===== config.mk =====
export PLATFORM = sky130hd
export DESIGN_NAME = pipe_skid_reg
export DESIGN_NICKNAME = d
export VERILOG_FILES = /design/src/rtl/cpu_pipe_pkg.sv /design/src/rtl/pipe_skid_reg.sv
export SDC_FILE = /design/constraint.sdc
export NUM_CORES = 1
export LEC_CHECK = 0
export CAP_MARGIN = 20
export CORE_MARGIN = 2
export CORE_UTILIZATION = 51
export DETAILED_ROUTE_END_ITERATION = 10
export PLACE_DENSITY_LB_ADDON = 0.3
export SLEW_MARGIN = 0
export SYNTH_ARGS = -nofsm -noshare
export SYNTH_HDL_FRONTEND = slang
export SYNTH_SLANG_ARGS = --single-unit

===== constraint.sdc =====
create_clock -name clk -period 15.5 [get_ports clk]
set_input_delay 2.325 -clock clk [delete_from_list [all_inputs] [get_ports clk]]
set_output_delay 2.325 -clock clk [all_outputs]
set_load 0.01 [all_outputs]

===== src/rtl/cpu_pipe_pkg.sv =====
// Shared definitions for the elastic stage registers between CPU pipeline stages:
// per-boundary payload widths, NOP payloads and the skid-register state encoding.
package cpu_pipe_pkg;

  localparam logic [7:0]  EXE_NOP_OP   = 8'b0000_0000;
  localparam logic [2:0]  EXE_RES_NOP  = 3'b000;
  localparam logic [4:0]  NOPRegAddr   = 5'b00000;
  localparam logic        WriteDisable = 1'b0;
  localparam logic [31:0] ZeroWord     = 32'h0000_0000;

  // IF/ID: pc + inst; ID/EX: aluop, alusel, reg1, reg2, wd, wreg; EX/MEM and MEM/WB: wd, wreg, wdata
  localparam int IF_ID_W  = 64;
  localparam int ID_EX_W  = 81;
  localparam int EX_MEM_W = 38;
  localparam int MEM_WB_W = 38;

  localparam logic [IF_ID_W-1:0]  IF_ID_NOP  = {ZeroWord, ZeroWord};
  localparam logic [ID_EX_W-1:0]  ID_EX_NOP  = {EXE_NOP_OP, EXE_RES_NOP, ZeroWord, ZeroWord,
                                                NOPRegAddr, WriteDisable};
  localparam logic [EX_MEM_W-1:0] EX_MEM_NOP = {NOPRegAddr, WriteDisable, ZeroWord};
  localparam logic [MEM_WB_W-1:0] MEM_WB_NOP = {NOPRegAddr, WriteDisable, ZeroWord};

  // Encoding equals the number of held entries, so level is the state itself.
  typedef enum logic [1:0] {
    ST_EMPTY = 2'd0,
    ST_ONE   = 2'd1,
    ST_FULL  = 2'd2
  } skid_state_t;

endpackage


===== src/rtl/pipe_skid_reg.sv =====
// Elastic pipeline-stage register with one skid entry and synchronous flush.
// All outputs decode from registers; out_ready only steers next-state logic.
module pipe_skid_reg
  import cpu_pipe_pkg::*;
#(
  parameter int                   PAYLOAD_W   = ID_EX_W,
  parameter logic [PAYLOAD_W-1:0] NOP_PAYLOAD = '0
) (
  input  logic                 clk,
  input  logic                 rst,
  input  logic                 flush,
  input  logic                 in_valid,
  output logic                 in_ready,
  input  logic [PAYLOAD_W-1:0] in_data,
  output logic                 out_valid,
  input  logic                 out_ready,
  output logic [PAYLOAD_W-1:0] out_data,
  output logic [1:0]           level
);

  skid_state_t          state, state_next;
  logic [PAYLOAD_W-1:0] main_data, main_next;
  logic [PAYLOAD_W-1:0] skid_data, skid_next;
  logic                 in_fire, out_fire;

  assign in_ready  = (state != ST_FULL);
  assign out_valid = (state != ST_EMPTY);
  assign level     = state;
  assign out_data  = main_data;

  assign in_fire  = in_valid & in_ready;
  assign out_fire = out_valid & out_ready;

  always_comb begin
    state_next = state;
    main_next  = main_data;
    skid_next  = skid_data;
    if (flush) begin
      // Any concurrent in_fire is dropped; a concurrent out_fire was already consumed.
      state_next = ST_EMPTY;
      main_next  = NOP_PAYLOAD;
    end else begin
      case (state)
        ST_EMPTY: begin
          if (in_fire) begin
            state_next = ST_ONE;
            main_next  = in_data;
          end
        end
        ST_ONE: begin
          if (in_fire && out_fire) begin
            main_next = in_data;
          end else if (in_fire) begin
            state_next = ST_FULL;
            skid_next  = in_data;
          end else if (out_fire) begin
            state_next = ST_EMPTY;
            main_next  = NOP_PAYLOAD;
          end
        end
        ST_FULL: begin
          if (out_fire) begin
            state_next = ST_ONE;
            main_next  = skid_data;
          end
        end
        default: begin
          state_next = ST_EMPTY;
          main_next  = NOP_PAYLOAD;
        end
      endcase
    end
  end

  always_ff @(posedge clk) begin
    if (rst) begin
      state     <= ST_EMPTY;
      main_data <= NOP_PAYLOAD;
    end else begin
      state     <= state_next;
      main_data <= main_next;
    end
  end

  // Skid contents are only meaningful in ST_FULL, so they need no reset.
  always_ff @(posedge clk) begin
    skid_data <= skid_next;
  end

endmodule


==> reports/metrics.cfg <==
[setup_path]
max_stage_delay_ps=790
end_kind=output pin
cp-start-kind=flip-flop
path_max_fanout=84
slowest_stage=nand2b_4
reg2reg_depth=4
arrival_ps=2440
criticalPathCategory=reg -> out
required_ps=13180
path_cells=nand2b_4 -> clkdlybuf4s50_1

[global_routing]
grt_overflow=0
grt_max_degree=87
grtUsageTotal_pct=22.50
antenna_found_initial=0
grt_pass1_vias=4425
grt_pass1_wl_um=22620

[logic_synthesis]
synth_top_family_by_area=compound AO/OA/AOI/OAI gates
async_reset_ff_share_pct=0
yosys-top-cells-area=edfxtp_1 (40%), dfxtp_1 (28%), a221o_2 (7.5%)
synth.ff_latch_count=164
synthXorXnorAreaFrac_pct=0
yosys.area_share.adder_pct=0
syn_nets=553
synth_area_mm2=0.006038
synth_top_area_share_pct=40.28
synth_top_cell_by_area=edfxtp_1
yosysUniqueCellTypes=24
synth_commonest_cells=dfxtp_1 (83), nand2_1 (82), edfxtp_1 (81), nor3_1 (81), a221o_1 (41)
synth_compound_area_share_pct=15.06
ys.warnings.count=0
synth.most_common_cell=dfxtp_1
yosys.area_share.simple_pct=12.85
avgSynthCellArea_um2=12.93
syn_inst=467
seq_area_frac_synth_pct=67.80
synth_edf_count=81
synth_flop_cell=dfxtp_1
synth_mux_area_share_pct=0.4144

[die]
initial_utilization_pct=52.66
core_area_mm2=0.01147
io_pins=171
die_w_um=112.8
die_y_um=112.8
dieArea_mm2=0.01273
num_rows=39

[placed_design]
portBuffers=170
place.gp.congestion=0.7457
placed_area_mm2=0.007746
dp_slack_ps=10790
place.detailed.hpwl_um=8754

[timing]
clock.fmax_mhz=210.1
grt_setup_unrepaired=no
setup-violations-final=0
max-slew-margin-rel_pct=32.04
final_max_slew_viol_count=0
finalSetupTns_ps=0
worstMarginPinSlew_ps=1019
hold_viol_final=0
final.period_utilization_pct=30.71
fin_crit_ps=4761
fin_skew_ps=10.93
setup_ws_ps=10740

[final_layout]
num_antenna_cells=0
syn_to_final_growth_pct=37.17
final_area_mm2=0.008283
nNetsFinal=704
num-fill-cells=788
drive_gt1_share_pct=12.54

[route]
ant_nets=0
wire_per_inst_um=18.71
via_count=4529
viasPerCell=5.859
drc=0
wl_um=14460
dr.pass1.iters=5
drtIter0Drc=456

[clock_tree]
path_clk_slew_ps=60
holdBufCountCts=0
postCtsResizedCells=0
cts-root-buf=clkbuf_16
clk_path_buf_depth=2
post_cts_buffers=0
clkSinkCount=164
cts_made_buffers=17
cts_max_level=4
clk_latency_ps=420
tritoncts=done

[run]
drv_cap=0

[hold_path]
hp-class=reg -> reg
min_path_cells=1

[pwr]
vdd.ir_drop.worst_mv=0.07941
powerDensity_mw_per_mm2=112.0
power.leakage_nw=2.847

[run_status]
status=finished, final reports clean

state kept, by name (all words and copies together) (netlist names):
name       count
out_data      81
skid_data     81
level          2
logic make-up after synthesis:
group | count (synthesis)
AOI/OAI and AO/OA | 85
buffers and inverters | 44
DFF | 164
muxes | 2
and+or+nand+nor | 172
routing by layer:
metal / up-vias / track usage [%] / routed length (µm)
li1: 2108 / - / -
met1: 2191 / 30.07 / 6271
met2: 214 / 35.61 / 6826
met3: 16 / 7.499 / 1179
met4: 0 / 6.098 / 184
met5: - / 0 / 0
area by class of cell:
class | instances | area [µm²] | share of cell area, %
clock inverter | 10 | 86.33 | 1.042
timing repair buffer | 176 | 1742 | 21.03
tap | 143 | 178.9 | 2.160
clock buffer | 21 | 450.4 | 5.438
multi-input combinational | 259 | 1732 | 20.91
sequential | 164 | 4094 | 49.43
worst max-delay path, delay by kind of cell (launching register included):
kind                   cells  cell delay, ps
and+or+nand+nor            1             790
buffers and inverters      1             690
DFF                        1             470
report_power, final:
part           internal [mW]  switching (mW)  leakage [nW]
registers              0.465         0.00551          1.41
clock network          0.222           0.159         0.252
logic                 0.0415          0.0338          1.19
total                  0.729           0.199          2.85
final timing paths:
check	start	endpoint	slack (ps)
worst min-delay path	out_data[51]	out_data[51]	490
worst min register to register	out_data[51]	out_data[51]	490
worst max-delay path	level[0]	in_ready	10740
worst max register to register	level[0]	out_data[40]	13170
stage by stage:
stage / std cells / utilization, % / hold WS [ps] / power [mW]
final: 773 / 72.23 / 485.6 / 0.9273
after floorplan: 467 / - / 530.4 / 0.5082
after global placement: 742 / 67.55 / 467.5 / 0.5523
after detailed placement: 742 / 67.55 / 473.9 / 0.5542
after CTS: 773 / 72.23 / 488.9 / 0.9326
after global routing: 773 / 72.23 / 496.2 / 0.9567
cell usage in the layout, fill, tap and decap left out, types with 2 or more instances in the layout:
cell type / n
edfxtp_1: 81
nand2_1: 82
clkbuf_16: 17
clkbuf_1: 3
a221o_2: 40
clkdlybuf4s50_1: 169
buf_4: 6
clkinv_4: 2
clkinv_1: 3
dfxtp_1: 83
clkinvlp_4: 3
a221o_1: 41
nor3_1: 81
(Power assumes the default switching activity.)
